<file path="config.mk">
export PLATFORM = sky130hd
export DESIGN_NAME = mux_select_ctrl_flat
export DESIGN_NICKNAME = d
export VERILOG_FILES = /design/src/rtl/mux_select_ctrl_if.sv /design/src/rtl/mux_select_ctrl.sv /design/src/flat_wrapper.sv
export SDC_FILE = /design/constraint.sdc
export NUM_CORES = 1
export LEC_CHECK = 0
export ABC_AREA = 1
export CAP_MARGIN = 30
export CELL_PAD_IN_SITES_DETAIL_PLACEMENT = 0
export CELL_PAD_IN_SITES_GLOBAL_PLACEMENT = 2
export CORE_ASPECT_RATIO = 1.25
export CORE_MARGIN = 2
export CORE_UTILIZATION = 22
export CTS_BUF_LIST = sky130_fd_sc_hd__clkbuf_8
export DETAILED_ROUTE_END_ITERATION = 10
export GPL_ROUTABILITY_DRIVEN = 0
export HOLD_SLACK_MARGIN = 0.15
export PLACE_DENSITY_LB_ADDON = 0.1
export SLEW_MARGIN = 20
export SYNTH_ARGS = -nofsm -noshare
export SYNTH_HDL_FRONTEND = slang
export SYNTH_SLANG_ARGS = --single-unit
</file>
<file path="constraint.sdc">
create_clock -name CK -period 1.73 [get_ports CK]
set_input_delay 0.173 -clock CK [delete_from_list [all_inputs] [get_ports CK]]
set_output_delay 0.173 -clock CK [all_outputs]
set_load 0.02 [all_outputs]
</file>
<file path="src/rtl/mux_select_ctrl_if.sv">
// Channel words, parity, qualifiers and select/status outputs of the
// primary/spare channel-select controller.
interface mux_select_ctrl_if #(
  parameter int unsigned W = 8
);
  logic         EN;
  logic [W-1:0] D0;
  logic         P0;
  logic [W-1:0] D1;
  logic         P1;
  logic         CLR;
  logic         SL;
  logic         FAIL;
  logic         ERR;
  logic [3:0]   ECNT;

  modport master (
    output EN, D0, P0, D1, P1, CLR,
    input  SL, FAIL, ERR, ECNT
  );

  modport slave (
    input  EN, D0, P0, D1, P1, CLR,
    output SL, FAIL, ERR, ECNT
  );
endinterface

</file>
<file path="src/rtl/mux_select_ctrl.sv">
// Parity-checks the active channel, filters transient errors, and moves the
// 2:1 mux select from primary to spare, flagging failure if the spare dies too.
module mux_select_ctrl #(
  parameter int unsigned W      = 8,
  parameter int unsigned THRESH = 3
) (
  input logic              CK,
  input logic              RN,
  mux_select_ctrl_if.slave bus
);

  localparam int unsigned CW = 4;
  localparam logic [CW-1:0] LAST_CNT = CW'(THRESH - 1);

  localparam logic [1:0] ST_PRI    = 2'b00;
  localparam logic [1:0] ST_SPR    = 2'b01;
  localparam logic [1:0] ST_FAILED = 2'b10;

  logic [1:0]    state_q, state_d;
  logic [CW-1:0] ecnt_q, ecnt_d;
  logic          sl_q, sl_d;
  logic          fail_q, fail_d;

  logic [W:0] word0, word1;
  logic       perr0, perr1, err_c;

  // Even parity over word plus parity bit; the spare is checked outside PRI.
  assign word0 = {bus.D0, bus.P0};
  assign word1 = {bus.D1, bus.P1};
  assign perr0 = ^word0;
  assign perr1 = ^word1;
  assign err_c = bus.EN & ((state_q == ST_PRI) ? perr0 : perr1);

  always_ff @(posedge CK or negedge RN) begin
    if (!RN) begin
      state_q <= ST_PRI;
      ecnt_q  <= '0;
      sl_q    <= 1'b0;
      fail_q  <= 1'b0;
    end else begin
      state_q <= state_d;
      ecnt_q  <= ecnt_d;
      sl_q    <= sl_d;
      fail_q  <= fail_d;
    end
  end

  // Next-state: count consecutive errors among EN cycles, switch at THRESH.
  always_comb begin
    state_d = state_q;
    ecnt_d  = ecnt_q;
    case (state_q)
      ST_PRI, ST_SPR: begin
        if (bus.EN) begin
          if (err_c) begin
            if (ecnt_q == LAST_CNT) begin
              ecnt_d  = '0;
              state_d = (state_q == ST_PRI) ? ST_SPR : ST_FAILED;
            end else begin
              ecnt_d = ecnt_q + CW'(1);
            end
          end else begin
            ecnt_d = '0;
          end
        end
      end
      ST_FAILED: begin
        ecnt_d = '0;
        if (bus.CLR) begin
          state_d = ST_PRI;
        end
      end
      default: begin
        state_d = ST_PRI;
        ecnt_d  = '0;
      end
    endcase
    sl_d   = (state_d != ST_PRI);
    fail_d = (state_d == ST_FAILED);
  end

  assign bus.SL   = sl_q;
  assign bus.FAIL = fail_q;
  assign bus.ERR  = err_c;
  assign bus.ECNT = ecnt_q;

endmodule
</file>
<file path="src/flat_wrapper.sv">
// flat-port wrapper written by rule: the top's interface ports become plain ports
module mux_select_ctrl_flat 
#(
  parameter int unsigned W      = 8,
  parameter int unsigned THRESH = 3
)
  (CK, RN, bus_EN, bus_D0, bus_P0, bus_D1, bus_P1, bus_CLR, bus_SL, bus_FAIL, bus_ERR, bus_ECNT);
  mux_select_ctrl_if #(.W(W)) bus_i ();
  input logic CK;
  input logic RN;
  input wire logic [$bits(bus_i.EN)-1:0] bus_EN;
  input wire logic [$bits(bus_i.D0)-1:0] bus_D0;
  input wire logic [$bits(bus_i.P0)-1:0] bus_P0;
  input wire logic [$bits(bus_i.D1)-1:0] bus_D1;
  input wire logic [$bits(bus_i.P1)-1:0] bus_P1;
  input wire logic [$bits(bus_i.CLR)-1:0] bus_CLR;
  output wire logic [$bits(bus_i.SL)-1:0] bus_SL;
  output wire logic [$bits(bus_i.FAIL)-1:0] bus_FAIL;
  output wire logic [$bits(bus_i.ERR)-1:0] bus_ERR;
  output wire logic [$bits(bus_i.ECNT)-1:0] bus_ECNT;
  assign bus_i.EN = bus_EN;
  assign bus_i.D0 = bus_D0;
  assign bus_i.P0 = bus_P0;
  assign bus_i.D1 = bus_D1;
  assign bus_i.P1 = bus_P1;
  assign bus_i.CLR = bus_CLR;
  assign bus_SL = bus_i.SL;
  assign bus_FAIL = bus_i.FAIL;
  assign bus_ERR = bus_i.ERR;
  assign bus_ECNT = bus_i.ECNT;
  mux_select_ctrl #(.W(W), .THRESH(THRESH)) u_core (.CK(CK), .RN(RN), .bus(bus_i));
endmodule
</file>
==> results.md <==
- Status: finished, final reports clean
- #FFs+latches synth: 8
- Final period utilization: a little over nine tenths
- Final TNS setup: 0 ps
- Warnings from Yosys: 0
- Die height: 67.9 um
- CTS Buf Count: 3
- Initial antenna violation count: 0
- DR pass1 iterations: 4
- Largest net degree at the start of global routing: 9
- Final nets: ~170
- Most common cell after layout, fill and taps aside: nand2_1
- Crit path time final: approximately 1600 ps
- Actual slew at the worst max-slew pin: 353 ps
- Clock power share: 19.2%
- Cells on worst reg2reg path: 9
- Crit Path Max Fanout: 4
- Post-Synthesis Net Count: approximately 130
- Most frequent cells in the layout: nand2_1 (25), inv_1 (23), clkdlybuf4s50_1 (19)
- Vias in the first global route: 642
- Psw: 430 uW
- Clk slew on worst S/H paths: roughly 40 ps
- Post-synthesis sequential area ratio: 27.8%
- Post-placement setup slack: -405 ps
- CP required: 1560 ps
- CTS tree: built
- Worst Skew: between 1 and 1.5 ps
- DRC Markers: 0
- Fin. max-slew vios: 0
- Hold-fix buffers, CTS: 0
- P per Cell Area: 961 mW/mm2
- Non-Filler Instances: approximately 180
- Die Footprint: 0.00375 mm2
- Clk root buf: clkbuf_8
- Mapped Cells: 109
- Placed insts: 180
- Combinational power share: 56.5%
- CTS max path bufs: 2
- Total of max-cap violations: 0
- Startpoint types: input pin
- H-tree levels: 1
- I/O Pins: 29
- Layout fillers: between 300 and 400
- Final setup fails: 0
- Sequential Power Share: 24.4%
- Clock sink count: 8
- Cell leakage power: 0.000692 uW
- Worst hold path class: in -> async
- Relative slew margins: 76.4%
- Post-Syn Area: 719 um2
- DP Wirelength: 1.35 mm
- Number of library cell types mapped by synthesis: 17
- Layout area overhead: 64.2%
- Critical Path End Type: primary output
- Max frequency: 0.617 GHz
- Core ar.: 0.00317 mm2
- Starting Density: 22.7%
- Final WL: between 1.5 and 2 mm
- Arrival @ worst endpoint: 1450 ps
- VDD IR-drop max: 473 uV
- Fin. Hold Viols: 0
- Total grt overflow: 0
- Port bufs: 28
- Row cnt: 23
- Ant diodes: 0
- First-pass GRT wire length: 2.42 mm
- Synthesized area per cell: around 6.6 um2
- Routed len/inst: 8.76 um
- Sw Ratio: 37.9%
- Unrepaired setup endpoints after global routing: false
- Total GRT Usage: ~8.8%
- Via density: 4.09
- Routed vias: roughly 750
- Internal power: 705 uW
- DR iter-0 viols: 8
- Die width: ~55 um
- CP Class: in -> out
- Final ANT Viol Nets: 0
- Worst-Skew Late Latency: 220 ps
- Layout cell share with drive strength beyond 1: between 20% and 30%
- Final WS setup: 110 ps
[state kept, by name, indices dropped and copies added (netlist names)]
register / flops
u_core.bus.ECNT: 4
u_core.bus.FAIL: 1
u_core.bus.SL: 1
u_core.state_q: 2
[cell usage after synthesis]
cell type   n  share of area [%]
xnor2_1     3                3.7
nand3_2     5                7.0
nand4_1     2                1.7
o22ai_1     1               0.87
nand2_2     7                6.1
a21oi_1     2                1.4
nor2_1      5                2.6
or2_2       1               0.87
o21ai_1     1               0.69
xor2_1      5                6.1
nand2_1    26                 14
nand3_1    11                7.7
inv_2       2                1.0
ha_1        2                3.5
dfrtp_1     8                 28
o21ai_0     5                3.5
inv_1      23                 12
[through the flow]
| stage | utilization [%] | hold slack [ps] | area, um2 | power, uW |
|---|---|---|---|---|
| 2_1_floorplan | - | -123 | 719 | 618 |
| 5_1_grt | 37.3 | 247 | 1180 | 1260 |
| 6_report | 37.3 | 225 | 1180 | 1140 |
| 3_3_place_gp | 34.5 | 462 | 1090 | 909 |
| 4_1_cts | 35.6 | 232 | 1130 | 1130 |
| 3_5_place_dp | 34.5 | 471 | 1090 | 912 |
[critical path, stage by stage]
cell and delay, ps:
clkdlybuf4s50_1 470, xor2_1 180, nand3_1 130, nand2_1 90, nand2_1 60, nand3_2 70, nand3_2 70, inv_2 90
buf_6 120
[worst paths after layout]
kind / from / end / slack [ps]
worst max-delay path: bus_D0[5] / bus_ERR / 110
worst min-delay path: RN / u_core.bus.ECNT[0] / 220
worst max register to register: u_core.bus.ECNT[0] / u_core.bus.ECNT[3] / 240
worst min register to register: u_core.bus.ECNT[1] / u_core.bus.ECNT[1] / 610
max in group asynchronous: RN / u_core.bus.SL / 1250
min in group CK: u_core.bus.ECNT[1] / u_core.bus.ECNT[1] / 610
[power by group through the flow]
stage               clock network [uW]  logic, uW  registers [uW]
detailed placement                   0        632             280
CTS                                225        627             278
global placement                     0        630             279
floorplan                            0        286             333
global route                       241        733             283
finish                             218        641             276
[cells by family after synthesis]
family                     after synthesis  share of synthesized area, %
xor gates and xnor gates                 8                          9.74
DFF                                      8                          27.8
adders and majority gates                2                          3.48
AOI/OAI and AO/OA                        9                          6.43
buffers and inverters                   25                          13.0
and+or+nand+nor                         57                          39.5
[layout make-up]
| class | instances | area, um2 | share of cell area (%) |
|---|---|---|---|
| Sequential cell | 8 | 200 | 16.9 |
| Inverter | 25 | 93.8 | 7.94 |
| Tap cell | 37 | 46.3 | 3.92 |
| Timing Repair Buffer | 35 | 354 | 30.0 |
| Clock buffer | 3 | 41.3 | 3.50 |
| Multi-Input combinational cell | 76 | 445 | 37.7 |
[what timing repair did]
| item | CTS | global route |
|---|---|---|
| setup endpoints to repair | 1 | 2 |
| buffers inserted | 0 | 1 |
| resized for setup | 4 | 14 |
| pin swaps | 0 | 5 |
[routing by layer]
layer  wire length [um]  vias to the layer above  share of wire (%)  GRT usage (%)
met1                673                      323                 42           9.68
met2                878                       18                 55           16.5
met5                  0                        -                  0              0
met4                  0                        0                  0              0
li1                   -                      412                  -              -
met3                 59                        0                3.7           3.28
No activity file was read; power rests on OpenSTA's default activity.
